==> src/rtl/audio_arbiter_pkg.sv <==
// Shared definitions for the audio arbiter: note codes, SFX ids, step ROM and FSM states.
package audio_arbiter_pkg;

    typedef logic [11:0] note_t;
    typedef logic [1:0]  sfx_t;
    typedef logic [1:0]  step_t;

    localparam note_t NOTE_REST = 12'h000;

    localparam sfx_t SFX_NONE  = 2'd0;
    localparam sfx_t SFX_FLAP  = 2'd1;
    localparam sfx_t SFX_SCORE = 2'd2;
    localparam sfx_t SFX_HIT   = 2'd3;

    // Row index is the SFX id; unused slots hold rests.
    localparam note_t SFX_ROM [4][4] = '{
        '{NOTE_REST, NOTE_REST, NOTE_REST, NOTE_REST},
        '{12'h050,   12'h100,   NOTE_REST, NOTE_REST},
        '{12'h100,   12'h300,   12'h500,   NOTE_REST},
        '{12'h030,   12'h020,   12'h010,   12'h001}
    };

    // Index of the final step of each sequence (length - 1).
    localparam step_t SFX_LAST [4] = '{2'd0, 2'd1, 2'd2, 2'd3};

    typedef enum logic [1:0] {
        ST_IDLE,
        ST_PLAY,
        ST_GAP
    } state_t;

    function automatic sfx_t prio_id(input logic [2:0] req);
        if (req[2])      return SFX_HIT;
        else if (req[1]) return SFX_SCORE;
        else if (req[0]) return SFX_FLAP;
        else             return SFX_NONE;
    endfunction

endpackage

==> src/rtl/audio_arbiter_if.sv <==
// Beat-rate control and note bus between the game logic and the audio arbiter.
interface audio_arbiter_if;
    logic        tick;
    logic [11:0] bgm_note;
    logic        bgm_en;
    logic        mute;
    logic [2:0]  sfx_req;
    logic [11:0] note;
    logic        sfx_busy;
    logic [1:0]  sfx_id;

    modport master (
        output tick, bgm_note, bgm_en, mute, sfx_req,
        input  note, sfx_busy, sfx_id
    );

    modport slave (
        input  tick, bgm_note, bgm_en, mute, sfx_req,
        output note, sfx_busy, sfx_id
    );
endinterface

==> src/rtl/audio_arbiter_sfx_rom.sv <==
// Combinational SFX step ROM: (id, step) -> note code plus a last-step flag.
module audio_arbiter_sfx_rom
    import audio_arbiter_pkg::*;
(
    input  sfx_t  id,
    input  step_t step,
    output note_t note,
    output logic  last
);

    always_comb begin
        note = SFX_ROM[id][step];
        last = (step >= SFX_LAST[id]);
    end

endmodule

==> src/rtl/audio_arbiter.sv <==
// Tone-generator arbiter: BGM by default, prioritised preemptive SFX sequences,
// then a rest gap before BGM resumes. All outputs update only on beat ticks.
module audio_arbiter
    import audio_arbiter_pkg::*;
#(
    parameter int unsigned GAP_TICKS = 1
) (
    input  logic           clk,
    input  logic           rst,
    audio_arbiter_if.slave bus
);

    localparam logic [2:0] GAP_LIM = GAP_TICKS[2:0];

    state_t     state, state_nx;
    sfx_t       pend, pend_nx;
    sfx_t       sfx_id, sfx_id_nx;
    step_t      step, step_nx;
    logic [2:0] gap_cnt, gap_cnt_nx;
    note_t      note, note_nx;
    logic       last_q, last_nx;

    sfx_t       req_id, req_acc, eff;
    logic       start;
    sfx_t       play_id;
    step_t      play_step;
    note_t      rom_note;
    logic       rom_last;
    note_t      bgm_out, out;

    // Single ROM lookup: the note about to be emitted; its last flag is kept
    // in last_q so the following tick knows the sequence has finished.
    audio_arbiter_sfx_rom u_rom (
        .id   (play_id),
        .step (play_step),
        .note (rom_note),
        .last (rom_last)
    );

    always_comb begin
        req_id  = prio_id(bus.sfx_req);
        req_acc = (state != ST_PLAY || req_id > sfx_id) ? req_id : SFX_NONE;
        eff     = (req_acc > pend) ? req_acc : pend;
        // sfx_id is zero outside PLAY, so this covers both start and preemption.
        start     = (eff > sfx_id);
        play_id   = start ? eff : sfx_id;
        play_step = start ? 2'd0 : step + 2'd1;
        bgm_out   = bus.bgm_en ? bus.bgm_note : NOTE_REST;
    end

    always_comb begin
        state_nx   = state;
        pend_nx    = eff;
        sfx_id_nx  = sfx_id;
        step_nx    = step;
        gap_cnt_nx = gap_cnt;
        last_nx    = last_q;
        note_nx    = note;
        out        = NOTE_REST;

        if (bus.tick) begin
            pend_nx = SFX_NONE;
            if (start) begin
                state_nx  = ST_PLAY;
                sfx_id_nx = eff;
                step_nx   = 2'd0;
                last_nx   = rom_last;
                out       = rom_note;
            end else begin
                case (state)
                    ST_PLAY: begin
                        if (last_q) begin
                            sfx_id_nx = SFX_NONE;
                            last_nx   = 1'b0;
                            step_nx   = 2'd0;
                            if (GAP_TICKS == 0) begin
                                state_nx = ST_IDLE;
                                out      = bgm_out;
                            end else begin
                                state_nx   = ST_GAP;
                                gap_cnt_nx = 3'd1;
                                out        = NOTE_REST;
                            end
                        end else begin
                            step_nx = play_step;
                            last_nx = rom_last;
                            out     = rom_note;
                        end
                    end
                    ST_GAP: begin
                        if (gap_cnt >= GAP_LIM) begin
                            state_nx   = ST_IDLE;
                            gap_cnt_nx = 3'd0;
                            out        = bgm_out;
                        end else begin
                            gap_cnt_nx = gap_cnt + 3'd1;
                            out        = NOTE_REST;
                        end
                    end
                    default: out = bgm_out;
                endcase
            end
            note_nx = bus.mute ? NOTE_REST : out;
        end
    end

    always_ff @(posedge clk or posedge rst) begin
        if (rst) begin
            state   <= ST_IDLE;
            pend    <= SFX_NONE;
            sfx_id  <= SFX_NONE;
            step    <= 2'd0;
            gap_cnt <= 3'd0;
            last_q  <= 1'b0;
            note    <= NOTE_REST;
        end else begin
            state   <= state_nx;
            pend    <= pend_nx;
            sfx_id  <= sfx_id_nx;
            step    <= step_nx;
            gap_cnt <= gap_cnt_nx;
            last_q  <= last_nx;
            note    <= note_nx;
        end
    end

    assign bus.note     = note;
    assign bus.sfx_id   = sfx_id;
    assign bus.sfx_busy = (state == ST_PLAY);

endmodule

==> src/flat_wrapper.sv <==
// flat-port wrapper written by rule: the top's interface ports become plain ports
module audio_arbiter_flat import audio_arbiter_pkg::*;
#(
    parameter int unsigned GAP_TICKS = 1
)
  (clk, rst, bus_tick, bus_bgm_note, bus_bgm_en, bus_mute, bus_sfx_req, bus_note, bus_sfx_busy, bus_sfx_id);
  audio_arbiter_if bus_i ();
  input  logic clk;
  input  logic rst;
  input wire logic [$bits(bus_i.tick)-1:0] bus_tick;
  input wire logic [$bits(bus_i.bgm_note)-1:0] bus_bgm_note;
  input wire logic [$bits(bus_i.bgm_en)-1:0] bus_bgm_en;
  input wire logic [$bits(bus_i.mute)-1:0] bus_mute;
  input wire logic [$bits(bus_i.sfx_req)-1:0] bus_sfx_req;
  output wire logic [$bits(bus_i.note)-1:0] bus_note;
  output wire logic [$bits(bus_i.sfx_busy)-1:0] bus_sfx_busy;
  output wire logic [$bits(bus_i.sfx_id)-1:0] bus_sfx_id;
  assign bus_i.tick = bus_tick;
  assign bus_i.bgm_note = bus_bgm_note;
  assign bus_i.bgm_en = bus_bgm_en;
  assign bus_i.mute = bus_mute;
  assign bus_i.sfx_req = bus_sfx_req;
  assign bus_note = bus_i.note;
  assign bus_sfx_busy = bus_i.sfx_busy;
  assign bus_sfx_id = bus_i.sfx_id;
  audio_arbiter #(.GAP_TICKS(GAP_TICKS)) u_core (.clk(clk), .rst(rst), .bus(bus_i));
endmodule
==> config.mk <==
export PLATFORM = sky130hd
export DESIGN_NAME = audio_arbiter_flat
export DESIGN_NICKNAME = d
export VERILOG_FILES = /design/src/rtl/audio_arbiter_pkg.sv /design/src/rtl/audio_arbiter_if.sv /design/src/rtl/audio_arbiter_sfx_rom.sv /design/src/rtl/audio_arbiter.sv /design/src/flat_wrapper.sv
export SDC_FILE = /design/constraint.sdc
export NUM_CORES = 1
export LEC_CHECK = 0
export ABC_AREA = 1
export CORE_ASPECT_RATIO = 1.75
export CORE_MARGIN = 5
export CORE_UTILIZATION = 47
export CTS_BUF_LIST = sky130_fd_sc_hd__clkbuf_2
export DETAILED_ROUTE_END_ITERATION = 6
export GPL_ROUTABILITY_DRIVEN = 0
export PLACE_DENSITY = 0.85
export SLEW_MARGIN = 20
export SYNTH_ARGS = -nofsm -noshare
export SYNTH_HDL_FRONTEND = slang
export SYNTH_SLANG_ARGS = --single-unit
==> constraint.sdc <==
create_clock -name clk -period 3.4 [get_ports clk]
set_input_delay 1.02 -clock clk [delete_from_list [all_inputs] [get_ports clk]]
set_output_delay 1.02 -clock clk [all_outputs]
set_load 0.005 [all_outputs]
; ---- Word-level counts from Yosys, hierarchy flattened
; Cells that the tools add are included.
[word_totals]
elab_cells = 73
inputBits = 20
output_inout_bits = 15
ff_bits = 24
[op_classes]
reduce_logical = 9
add_sub_neg = 2
eq_ne = 6
mux = 39
magnitude_cmp = 7
bitwise = 3
[ops]
columns = operator, n
row1 = 48-bit binary-select mux with 2-bit select, 1
row2 = 48-bit 2-to-1 mux, 2
row3 = 12-bit 2-to-1 mux, 7
row4 = 2-bit 2-to-1 mux, 18
row5 = 12-bit binary-select mux with 2-bit select, 1
row6 = 12-bit case mux with 2 select lines, 1
row7 = 4-bit AND reduction, 2
row8 = 3-bit >= comparator (second input constant), 2
row9 = 2-bit greater-than comparator, 3
row10 = 3-bit 2-to-1 mux, 2
row11 = 3-bit by 1-bit inequality test with 1-bit output (second input constant), 2
row12 = 2-bit inverter with 3-bit output, 2
row13 = 3-bit case mux with 2 select lines, 1
row14 = 2-bit nonzero test, 3
row15 = 2-bit binary-select mux with 2-bit select, 1
row16 = 1-bit 2-to-1 mux, 4
row17 = 2-bit by 1-bit inequality test with 1-bit output (second input constant), 2
row18 = 2-bit case mux with 2 select lines, 1
row19 = 3-bit by 1-bit adder with 3-bit output (second input constant), 1
row20 = 3-bit by 1-bit >= comparator with 1-bit output (second input constant), 1
row21 = 3-bit AND reduction, 1
row22 = 3-bit nonzero test, 1
row23 = 2-bit by 1-bit adder with 2-bit output (second input constant), 1
row24 = 2-bit by 1-bit == test with 1-bit output (second input constant), 1
row25 = other kinds (5), 5

; ---- Longest topological paths before layout
; Gate-level depths: netlist (run 1).
[logic_depth]
ltp_word = 21
depth_mapped = 32

; ---- By module
; From an unflattened synthesis (run 1), not the netlist that was laid out.
[hier_totals]
cells_unflattened = 251
hier_area_um2 = 1781.7
[by_module_without_submodules]
columns = mod, seq_area_each_um2, cells_per_inst, area_each_um2, instances
row1 = audio_arbiter, 600.6, 215, 1561.5, 1
row2 = audio_arbiter_sfx_rom, 0.0, 36, 220.2, 1

; ---- Worst setup path before layout (run 1)
; No wires, ideal clock.
[synth_path]
path_type = input -> register
startpoint = input port bus_sfx_req[1]
endpoint = register u_core.last_q
setup_slack_ns = -0.745
n_path_buf = 0
arrival_ns = 4.018
required_time_ns = 3.274
stages = 26
path_cell_list = inv_1 nand2_1 nand2_1 inv_1 ha_1 nand2_1 nand2_1 nand2_1 nand2_1 ha_1 inv_1 nand2_1 a21oi_1 nand3_1 nand2_1 inv_1 ha_1 nand2_1 a21boi_4 nand2_1 o21ai_0 ha_1 o21ai_0 a22oi_1 nand2_1 o21ai_0
[synth_between]
elab_chain_cells = 17
word_cells_on_any_way = 20
classes_between = order compare (4) / mux (12) / bitwise (1) / reduce/logical (3)
[synth_rtl]
columns = element, line
row1 = start: declaration, flat_wrapper.sv:14  ; input wire logic [$bits(bus_i.sfx_req)-1:0] bus_sfx_req;
row2 = 2-bit 2-to-1 mux *, audio_arbiter_pkg.sv:34  ; else if (req[1]) return SFX_SCORE;
row3 = 2-bit 2-to-1 mux *, audio_arbiter_pkg.sv:33  ; if (req[2]) return SFX_HIT;
row4 = 2-bit greater-than comparator, audio_arbiter.sv:42  ; req_acc = (state != ST_PLAY || req_id > sfx_id) ? req_id : SFX_NONE;
row5 = 1-bit logical OR, audio_arbiter.sv:42
row6 = 2-bit 2-to-1 mux *, audio_arbiter.sv:42
row7 = 2-bit greater-than comparator, audio_arbiter.sv:43  ; eff = (req_acc > pend) ? req_acc : pend;
row8 = 2-bit 2-to-1 mux *, audio_arbiter.sv:43
row9 = 2-bit greater-than comparator, audio_arbiter.sv:45  ; start = (eff > sfx_id);
row10 = 2-bit 2-to-1 mux, audio_arbiter.sv:46  ; play_id = start ? eff : sfx_id;
row11 = 2-bit inverter with 3-bit output (not written as such), audio_arbiter_sfx_rom.sv:13  ; last = (step >= SFX_LAST[id]);
row12 = 2-bit binary-select mux with 2-bit select, audio_arbiter_sfx_rom.sv:13
row13 = 2-bit 2-to-1 mux (not written as such) (2 in a row), audio_arbiter_sfx_rom.sv:13
row14 = 2-bit >= comparator, audio_arbiter_sfx_rom.sv:13
row15 = 1-bit 2-to-1 mux, audio_arbiter.sv:72  ; if (last_q) begin
row16 = 1-bit 2-to-1 mux, audio_arbiter.sv:70  ; case (state)
row17 = 1-bit 2-to-1 mux, audio_arbiter.sv:63  ; if (start) begin
row18 = end signal: assignment, audio_arbiter.sv:122  ; last_q <= last_nx;
row19 = end: declaration, audio_arbiter.sv:21  ; logic last_q, last_nx;
; Mark *: on every way between the ends. The rest lies on a longest branch, timed or not. The select of a mux whose other input is x is not followed.
; A chain may end at the register's enable or synchronous reset.

; ---- Worst setup path in the final report (run 1)
[layout_path]
startpoint = input port bus_sfx_req[1]
endpoint = register u_core.note[6], in the netlist u_core.bus.note[6]
[layout_between]
elab_chain_cells = 20
word_cells_on_any_way = 22
classes_between = order compare (3) / mux (16) / bitwise (2) / reduce/logical (1)
[layout_rtl]
columns = element, line
row1 = 2-bit 2-to-1 mux *, audio_arbiter_pkg.sv:34
row2 = 2-bit 2-to-1 mux *, audio_arbiter_pkg.sv:33
row3 = 2-bit greater-than comparator, audio_arbiter.sv:42
row4 = 1-bit logical OR, audio_arbiter.sv:42
row5 = 2-bit 2-to-1 mux *, audio_arbiter.sv:42
row6 = 2-bit greater-than comparator, audio_arbiter.sv:43
row7 = 2-bit 2-to-1 mux *, audio_arbiter.sv:43
row8 = 2-bit greater-than comparator, audio_arbiter.sv:45
row9 = [2 not listed], --
row10 = 48-bit binary-select mux with 2-bit select, audio_arbiter_sfx_rom.sv:12  ; note = SFX_ROM[id][step];
row11 = 48-bit 2-to-1 mux (not written as such) (2 in a row), audio_arbiter_sfx_rom.sv:12
row12 = 12-bit binary-select mux with 2-bit select, audio_arbiter_sfx_rom.sv:12
row13 = 12-bit 2-to-1 mux (not written as such) (2 in a row), audio_arbiter_sfx_rom.sv:12
row14 = 12-bit 2-to-1 mux, audio_arbiter.sv:72
row15 = 12-bit case mux with 2 select lines, audio_arbiter.sv:70
row16 = 12-bit 2-to-1 mux *, audio_arbiter.sv:63
row17 = 12-bit 2-to-1 mux *, audio_arbiter.sv:103  ; note_nx = bus.mute ? NOTE_REST : out;
row18 = end signal: assignment, audio_arbiter.sv:123  ; note <= note_nx;
row19 = end: declaration, audio_arbiter.sv:20  ; note_t note, note_nx;
; Marked as above.

==> results.json, run 1 <==
{
  "outcome": "complete, but fails checks",
  "violations": "setup timing",
  "r2r_setup_slack_ps": 90,
  "cp.required_ps": 3750,
  "dieArea_sq_um": 4830,
  "setup_ws_ps": -189,
  "synth_top_area_frac": 0.365,
  "total_power_uw": 2800,
  "end_kind": "flop",
  "finClkSkew_ps": 16.9,
  "peakVddDrop_mv": 0.788,
  "yosysSeqAreaShare": 0.365,
  "layout.nets": 321,
  "ys.flop_type": "dfrtp_1",
  "min_from": "u_core.bus.note[3]",
  "slew_viol_final": 0,
  "synth_cell_type_count": 24,
  "ys_ff_latch": 24,
  "max_slew.worst_pin.slew_ps": 917,
  "cts.htree.levels": 1,
  "fin_crit_sh": 1.06,
  "synth_area_sq_um": 1640,
  "stdcell_count": 327,
  "grt_pass1_vias": 1639,
  "boundaryPins": 35,
  "core_area_sq_um": 3400,
  "hold_path.class": "flop to flop",
  "drt-total-wl_microns": 4390,
  "grt_first_pass_wirelength_microns": 6670,
  "ctsHoldBuffers": 0,
  "synth_edf_count": 0,
  "grt_max_degree": 25,
  "grt_use_total": 0.187,
  "synth_commonest_cells": "nand2_1 (68), inv_1 (36), dfrtp_1 (24), ha_1 (18), nand3_1 (17)",
  "drc": 0,
  "area_delta_synth_final_pct": 53.3,
  "drive_gt1_frac": 0.294,
  "timing.final.hold_violations": 0,
  "cp_slowest_stage_delay_ps": 260,
  "max-slew-margin-rel": 0.388,
  "initialDrtViolationCount": 30,
  "antenna_found_initial": 0,
  "port_buffers": 34,
  "syn_nets": 255,
  "via_count": 1611,
  "p_leak_uw": 0.00126,
  "yosysMostFrequentCell": "nand2_1",
  "cp-start-kind": "input port",
  "rows": 28,
  "synthArstFlopShare": 1.00,
  "clock-sinks": 24,
  "dp_cells": 311,
  "numCtsBuffers": 3,
  "crit_type": "input port to flop",
  "fin_crit_ps": 3590,
  "grt-ovfl-total": 0,
  "max_cap_violations": 0,
  "syn_inst": 217,
  "syn_area_per_cell_sq_um": 7.58,
  "cts_tree": "built",
  "synth_area_leaders": "dfrtp_1 (37%), nand2_1 (16%), ha_1 (14%), inv_1 (8.2%), nand3_1 (5.2%)",
  "ant_nets": 0,
  "die_w_microns": 54.7,
  "start_util": 0.484,
  "post-synth-top-area-cell": "dfrtp_1",
  "root_buffer": "clkbuf_2",
  "cts_buffer_depth": 2,
  "dr.pass1.iters": 4,
  "fp.dieH_microns": 88.2,
  "crit_fanout": 4,
  "crit_path_top_delay_cell": "a21boi_4",
  "wl_per_cell_microns": 13.4,
  "n_antenna_cell": 0,
  "p_per_area_nw_per_um2": 1110,
  "avgViaCountPerCell": 4.93,
  "fmax_mhz": 279,
  "worstSkewPairLatency_ps": 400,
  "fillers": 244,
  "rsz0062_at_grt": "yes",
  "yosys_warnings": 0,
  "finalSetupViolCount": 8,
  "dp_hpwl_microns": 3060,
  "whs_ps": 526,
  "cp-startpoint": "bus_sfx_req[1]",
  "reg2reg_from": "u_core.bus.sfx_id[1]",
  "fin_setup_tns_ps": -1140,
  "path_clk_slew_ps": 250,
  "crit_arrival_ps": 3930
}
==> layer usage <==
metal  vias up  track usage  share of wire
met1       763        0.194           0.37
li1        806            -              -
met3         5       0.0185          0.028
met2        37        0.357           0.59
met4         0       0.0771          0.015
met5         -            0              0
==> per-stage QoR <==
stage / setup slack [ps] / utilization / area (sq um)
after CTS: -149 / 0.711 / 2410
after floorplan: -525 / - / 1690
after detailed placement: -1270 / 0.653 / 2220
final: -189 / 0.742 / 2520
after global routing: -393 / 0.742 / 2520
after global placement: -1150 / 0.653 / 2220
==> layout by cell type (no fill, tap or decap), types with 3 or more instances in the layout <==
| cell type | instances |
|---|---|
| o21ai_2 | 4 |
| nor2_1 | 12 |
| clkdlybuf4s50_1 | 31 |
| ha_1 | 11 |
| nand2_1 | 57 |
| buf_4 | 24 |
| o21ai_0 | 3 |
| nand2_2 | 8 |
| clkbuf_2 | 3 |
| buf_6 | 4 |
| inv_2 | 6 |
| inv_1 | 30 |
| nor2_4 | 3 |
| nand2_4 | 8 |
| ha_4 | 6 |
| nand3_1 | 16 |
| dfrtp_1 | 24 |
| o21ai_1 | 6 |
| nand4_1 | 3 |
==> what timing repair did <==
| action | CTS | global route |
|---|---|---|
| pin swaps | 25 | 19 |
| hold endpoints to repair | 0 | 0 |
| buffers inserted | 9 | 4 |
| endpoints found under the setup margin | 22 | 22 |
| cloned | 0 | 0 |
| resized for setup | 31 | 21 |
==> state kept, by name, indices dropped and copies added, names as in the netlist <==
| register | count |
|---|---|
| u_core.bus.sfx_id | 2 |
| u_core.last_q | 1 |
| u_core.gap_cnt | 3 |
| u_core.pend | 2 |
| u_core.step | 2 |
| u_core.bus.note | 12 |
| u_core.state | 2 |
==> final cells by class <==
class | count | area (sq um) | share of cell area
inverters | 39 | 164 | 0.0650
flip-flops and latches | 24 | 601 | 0.238
clock inverters | 1 | 30.0 | 0.0119
well taps | 45 | 56.3 | 0.0223
repair buffers | 63 | 591 | 0.234
multi-input cells | 152 | 1060 | 0.422
clock buffers | 3 | 15.0 | 0.00596
==> power breakdown <==
part,internal (uW),switching [uW],leakage (uW)
logic,1050,1110,0.000922
clock network,101,99.7,0.0000266
registers,374,63.3,0.000316
total,1520,1280,0.00126
==> worst paths after layout <==
path | cells past startpoint | end
worst max-delay path | 30 | u_core.bus.note[6]
worst min-delay path | 2 | u_core.bus.note[3]
worst max register to register | 27 | u_core.bus.note[6]
worst min register to register | 2 | u_core.bus.note[3]
max in group asynchronous | 2 | u_core.last_q
min in group asynchronous | 2 | u_core.gap_cnt[1]
==> critical path: cells and delay by family <==
kind / cells / cell delay, ps
and+or+nand+nor: 15 / 980
adders and majority gates: 4 / 790
buffers and inverters: 8 / 640
AOI/OAI and AO/OA: 3 / 500
==> cell families after synthesis <==
logic type,after synthesis,share of synthesized area
xor gates and xnor gates,1,0.00533
and+or+nand+nor,112,0.311
adders and majority gates,18,0.137
AOI/OAI and AO/OA,21,0.0852
buffers and inverters,41,0.0959
DFF,24,0.365
No activity file was read; power rests on OpenSTA's default activity.
==> inputs of run 2 (changes only) <==
--- a/config.mk
+++ b/config.mk
@@ -9,5 +9,5 @@
 export CORE_ASPECT_RATIO = 1.75
 export CORE_MARGIN = 5
-export CORE_UTILIZATION = 47
+export CORE_UTILIZATION = 48
 export CTS_BUF_LIST = sky130_fd_sc_hd__clkbuf_2
 export DETAILED_ROUTE_END_ITERATION = 6
@@ -17,3 +17,4 @@
 export SYNTH_ARGS = -nofsm -noshare
 export SYNTH_HDL_FRONTEND = slang
+export SYNTH_HIERARCHICAL = 1
 export SYNTH_SLANG_ARGS = --single-unit
==> constraint.sdc (replaced) <==
create_clock -name clk -period 3.4 [get_ports clk]
set_input_delay 0.68 -clock clk [delete_from_list [all_inputs] [get_ports clk]]
set_output_delay 0.68 -clock clk [all_outputs]
set_load 0.005 [all_outputs]
==> run 2 against run 1 <==
Compared with the run above: highest routed layer unchanged; non-clock buffer count grew 6; sequential share of layout area is 1.0 points lower; critical path type unchanged; largest cell class unchanged; synthesized cell count grew 16%; the run now ends clean.
==> results.json, run 2 <==
{
  "outcome": "finished clean",
  "via_count": 1843,
  "grt_pass1_vias": 1827,
  "port_buffers": 34,
  "min_from": "u_core/bus.note[2]",
  "ant_nets": 0,
  "start_util": 0.496,
  "path_delay_family": "simple AND/OR/NAND/NOR gates",
  "synth_cell_type_count": 28,
  "fin_crit_ps": 3360,
  "dr.pass1.iters": 4,
  "area_delta_synth_final_pct": 47.8,
  "finClkSkew_ps": 14.6,
  "cp_slowest_stage_delay_ps": 260,
  "numCtsBuffers": 3,
  "cts.htree.levels": 1,
  "timing.final.hold_violations": 0,
  "drive_gt1_frac": 0.292,
  "max-slew-margin-rel": 0.409,
  "cts_tree": "built",
  "initialDrtViolationCount": 36,
  "clock-sinks": 24,
  "core_area_sq_um": 3590,
  "reg2reg_from": "u_core/bus.sfx_id[1]",
  "post-synth-top-area-cell": "dfrtp_1",
  "grt_first_pass_wirelength_microns": 7910,
  "worstSkewPairLatency_ps": 360,
  "cts_buffer_depth": 2,
  "yosysMostFrequentCell": "nand2_1",
  "cp.required_ps": 3670,
  "crit_top_cell": "nand2_4",
  "cp-start-kind": "input port",
  "largestRegisters": "u_core/bus.note: 12 flops, u_core/gap_cnt: 3 flops",
  "pre_cts_slack_ps": -985,
  "final_common_cell": "nand2_1",
  "yosysSeqAreaShare": 0.337,
  "crit_fanout": 4,
  "synth_top_area_frac": 0.337,
  "synth_area_leaders": "dfrtp_1 (34%), nand2_1 (21%), ha_1 (13%), inv_1 (7.6%), nand3_1 (5.3%)",
  "synth_edf_count": 0,
  "max_cap_violations": 0,
  "p_per_area_nw_per_um2": 1120,
  "yosys_warnings": 6,
  "crit_type": "input port to flop",
  "synthArstFlopShare": 1.00,
  "setup_ws_ps": 42.9,
  "dieArea_sq_um": 5080,
  "synth_commonest_cells": "nand2_1 (99), inv_1 (36), dfrtp_1 (24), nand3_1 (19), ha_1 (18)",
  "drc": 0,
  "path_buf_inv": 8,
  "syn_area_per_cell_sq_um": 7.10,
  "fillers": 272,
  "path_clk_slew_ps": 210,
  "grt-ovfl-total": 0,
  "ys_ff_latch": 24,
  "grt_use_total": 0.199,
  "dp_hpwl_microns": 3460,
  "dp_cells": 342,
  "synth_area_sq_um": 1780,
  "end_kind": "flop",
  "crit_path_top_delay_cell": "ha_4",
  "p_leak_uw": 0.00137,
  "rsz0062_at_grt": "yes",
  "cp-startpoint": "bus_sfx_req[1]",
  "drt-total-wl_microns": 5180,
  "fp.dieH_microns": 90.6,
  "n_antenna_cell": 0,
  "boundaryPins": 35,
  "peakVddDrop_mv": 0.760,
  "syn_inst": 251,
  "wl_per_cell_microns": 14.2,
  "avgViaCountPerCell": 5.06,
  "crit_arrival_ps": 3630,
  "stdcell_count": 364,
  "ys.flop_type": "dfrtp_1",
  "root_buffer": "clkbuf_2",
  "die_w_microns": 56.1,
  "grt_max_degree": 25,
  "hold_path.class": "flop to flop",
  "largest_reg_flops": 12,
  "slew_viol_final": 0,
  "max_slew.worst_pin.slew_ps": 886,
  "largest-register": "u_core/bus.note",
  "antenna_found_initial": 0,
  "finalSetupViolCount": 0,
  "rows": 29,
  "layout.nets": 357,
  "fmax_mhz": 298,
  "final_cell_mix": "nand2_1 (84), clkdlybuf4s50_1 (31), buf_4 (31)",
  "fin_crit_sh": 0.987
}
==> run 2: cell types whose count changed in the layout (fill, tap and decap cells not counted), moves of 2 or more <==
| cell | delta |
|---|---|
| inv_2 | +2 |
| nand4_1 | -3 |
| nor2_1 | -3 |
| conb_1 | +5 |
| o21ai_2 | -3 |
| nand2_1 | +27 |
| inv_4 | +2 |
| inv_1 | -3 |
| buf_4 | +7 |
| nand3_2 | +4 |
| o21ai_0 | +4 |
==> run 2: worst min-delay path, cell delays in order, from the launching register on <==
cell	delay (ps)
dfrtp_1	390
nand2_1	50
nand2_1	50
==> run 2: worst paths after layout <==
path                                   endpoint  slack [ps]  cells after the start
hold / removal               u_core/bus.note[2]         510                      2
hold reg to reg              u_core/bus.note[2]         510                      2
setup reg to reg                  u_core/last_q          90                     25
min in group asynchronous  u_core/bus.sfx_id[1]         770                      2
setup / recovery                  u_core/last_q          40                     30
max in group asynchronous        u_core/pend[0]        2090                      2
==> run 2: logic make-up after synthesis <==
group	count (synthesis)	synth area share
simple gates	138	0.332
fa+ha+maj	18	0.126
compound gates	19	0.0681
flops	24	0.337
buf+inv	51	0.134
other cells	1	0.00210
==> run 2: where the power goes <==
group          switching, uW  total [uW]  internal [uW]
clock                   88.8         114           25.5
combinational           1270        2380           1110
sequential              77.7         471            393
==> run 2: timing repair <==
action,in CTS,in global routing
pin swaps,14,24
buffers inserted,15,4
resized for setup,22,36
endpoints found under the setup margin,22,14
hold buffers,0,0
cloned,0,0
==> run 2: cell type report <==
class                      instances  area, sq um  share of cell area
multi-input combinational        180         1150               0.435
timing repair buffer              69          628               0.239
sequential                        24          601               0.228
inverter                          41          181              0.0689
tap                               46         57.6              0.0219
clock buffer                       3         15.0             0.00570
clock inverter                     1         3.75             0.00143
==> run 2: per-layer routing <==
layer,vias to the layer above,global-route usage,part of all wire
li1,894,-,-
met2,82,0.362,0.56
met5,-,0,0
met3,28,0.0272,0.043
met1,839,0.190,0.32
met4,0,0.158,0.071
==> run 2: through the flow <==
stage	hold WS, ps	util	power [uW]	cell area, sq um	setup TNS [ps]
4_1_cts	512	0.698	2700	2510	0
2_1_floorplan	472	-	1620	1860	-270
3_5_place_dp	465	0.643	2270	2310	-14990
3_3_place_gp	462	0.643	2200	2310	-10830
5_1_grt	535	0.733	3190	2630	-261
6_report	508	0.733	2960	2630	0
==> inputs of run 3 (changes only) <==
CORE_ASPECT_RATIO = 1.4   (was 1.75)
CTS_CLUSTER_SIZE = 16   (was unset)
==> run 3 against run 2 <==
Compared with the run above: register-to-register slack better by 140 ps; wire length down 14%; sequential power down 0.8%; fmax up 3.2%; total power down 5.8%; non-clock buffer count down 6; combinational power down 7%; highest routed layer unchanged.
==> results.json, run 3 (synthesized netlist as in run 2, its figures left out) <==
{
  "grt_use_met1": 0.189,
  "largestRegisters": "u_core/bus.note: 12 flops, u_core/gap_cnt: 3 flops",
  "crit_type": "input port to flop",
  "outcome": "finished clean",
  "layout.nets": 351,
  "max_cap_violations": 0,
  "worstSkewPairLatency_ps": 340,
  "post_dp_cell_area_sq_um": 2310,
  "grt_use_total": 0.182,
  "cts.htree.levels": 1,
  "ant_nets": 0,
  "n_antenna_cell": 0,
  "grt_pass1_vias": 1708,
  "clock-sinks": 24,
  "max_slew.worst_pin.slew_ps": 930,
  "fin_crit_ps": 3250,
  "path_buf_inv": 7,
  "final_cell_mix": "nand2_1 (81), clkdlybuf4s50_1 (31), buf_4 (25), inv_1 (25), dfrtp_1 (24)",
  "initialDrtViolationCount": 116,
  "drive_gt1_frac": 0.295,
  "path_delay_family": "simple AND/OR/NAND/NOR gates",
  "finalSetupViolCount": 0,
  "crit_path_end": "u_core/bus.note[8]",
  "rows": 26,
  "cp_slowest_stage_delay_ps": 270,
  "port_buffers": 34,
  "grt_first_pass_wirelength_microns": 6960,
  "fillers": 270,
  "root_buffer": "clkbuf_2",
  "die_w_microns": 61.5,
  "dr.pass1.iters": 5,
  "cts_buffer_depth": 2,
  "fin_crit_sh": 0.957,
  "p_per_area_nw_per_um2": 1070,
  "final_common_cell": "nand2_1",
  "met2_usage": 0.345,
  "end_kind": "flop",
  "largest-register": "u_core/bus.note",
  "path_clk_slew_ps": 230,
  "whs_ps": 508,
  "timing.final.hold_violations": 0,
  "ctsHoldBuffers": 0,
  "drc": 0,
  "reg2reg_from": "u_core/bus.sfx_id[1]",
  "cp-start-kind": "input port",
  "antenna_found_initial": 0,
  "hold_path.class": "flop to flop",
  "drt-total-wl_microns": 4460,
  "boundaryPins": 35,
  "design_area_sq_um": 2590,
  "fp.dieH_microns": 82.1,
  "dp_hpwl_microns": 3060,
  "cp-startpoint": "bus_sfx_req[2]",
  "cp.required_ps": 3670,
  "via_count": 1723,
  "reg2reg_depth": 30,
  "cts_tree": "built",
  "met3_usage": 0.0283,
  "crit_fanout": 4,
  "start_util": 0.493,
  "dieArea_sq_um": 5050,
  "p_leak_uw": 0.00135,
  "r2r-end": "u_core/bus.note[8]",
  "fin_util": 0.719,
  "avgViaCountPerCell": 4.87,
  "fmax_mhz": 307,
  "max-slew-margin-rel": 0.376,
  "core_area_sq_um": 3610,
  "crit_top_cell": "nand2_4",
  "crit_arrival_ps": 3520,
  "grt-ovfl-total": 0,
  "largest_reg_flops": 12,
  "wl_per_cell_microns": 12.6,
  "slew_viol_final": 0,
  "r2r_setup_slack_ps": 230,
  "peakVddDrop_mv": 0.681,
  "numCtsBuffers": 3,
  "crit_path_top_delay_cell": "ha_4",
  "grt_max_degree": 25,
  "area_delta_synth_final_pct": 45.6,
  "grt-busiest-layer": "met2",
  "finClkSkew_ps": 4.80,
  "cp.depth": 32
}
## run 3: cell count changes in the layout (fill, tap and decap cells not counted), sizes merged
cell,before,now
buf,37,31
clkinv,1,2
inv,41,40
## run 3: worst min path at each step
stage | start | end | depth (start not counted)
floorplan | u_core/gap_cnt[2] | u_core/gap_cnt[2] | 2
global placement | u_core/bus.note[1] | u_core/bus.note[1] | 2
detailed placement | u_core/bus.note[1] | u_core/bus.note[1] | 2
CTS | u_core/bus.note[8] | u_core/bus.note[8] | 2
global route | u_core/bus.note[0] | u_core/bus.note[0] | 2
finish | u_core/bus.note[1] | u_core/bus.note[1] | 2
## run 3: final cells by class
class	instances	area [sq um]	area share
Multi-Input combinational cell	180	1160	0.448
Sequential cell	24	601	0.231
Timing Repair Buffer	63	583	0.225
Inverter	41	176	0.0680
Tap cell	42	52.6	0.0203
Clock buffer	3	15.0	0.00579
Clock inverter	1	3.75	0.00145
## run 3: report_power, final
| group | total [uW] | internal [uW] | switching (uW) |
|---|---|---|---|
| clock network | 113 | 25.6 | 87.2 |
| registers | 467 | 393 | 74.0 |
| logic | 2210 | 1020 | 1190 |
| total | 2790 | 1440 | 1350 |
## run 3: what timing repair did
action | 4_1_cts | 5_1_grt
pin swaps | 24 | 21
resized for setup | 25 | 35
setup endpoints to repair | 21 | 15
setup buffers | 7 | 5
## run 3: metal layers
| metal | wire length (microns) | part of all wire |
|---|---|---|
| met3 | 239 | 0.054 |
| met4 | 75 | 0.017 |
| met1 | 1670 | 0.37 |
| met2 | 2480 | 0.56 |
| met5 | 0 | 0 |
## run 3: worst min-delay path, stage by stage (launching register included)
cell	delay [ps]
dfrtp_1	390
nand2_1	50
nand2_1	50
## run 3: through the flow
| stage | setup WS [ps] | total power (uW) | setup TNS, ps | std cells |
|---|---|---|---|---|
| after detailed placement | -874 | 2240 | -13350 | 339 |
| final | 146 | 2790 | 0 | 354 |
| after global placement | -744 | 2180 | -10810 | 339 |
| after floorplan | -125 | 1620 | -270 | 255 |
| after global routing | -51.2 | 3060 | -67.5 | 354 |
| after CTS | 6.65 | 2580 | 0 | 350 |
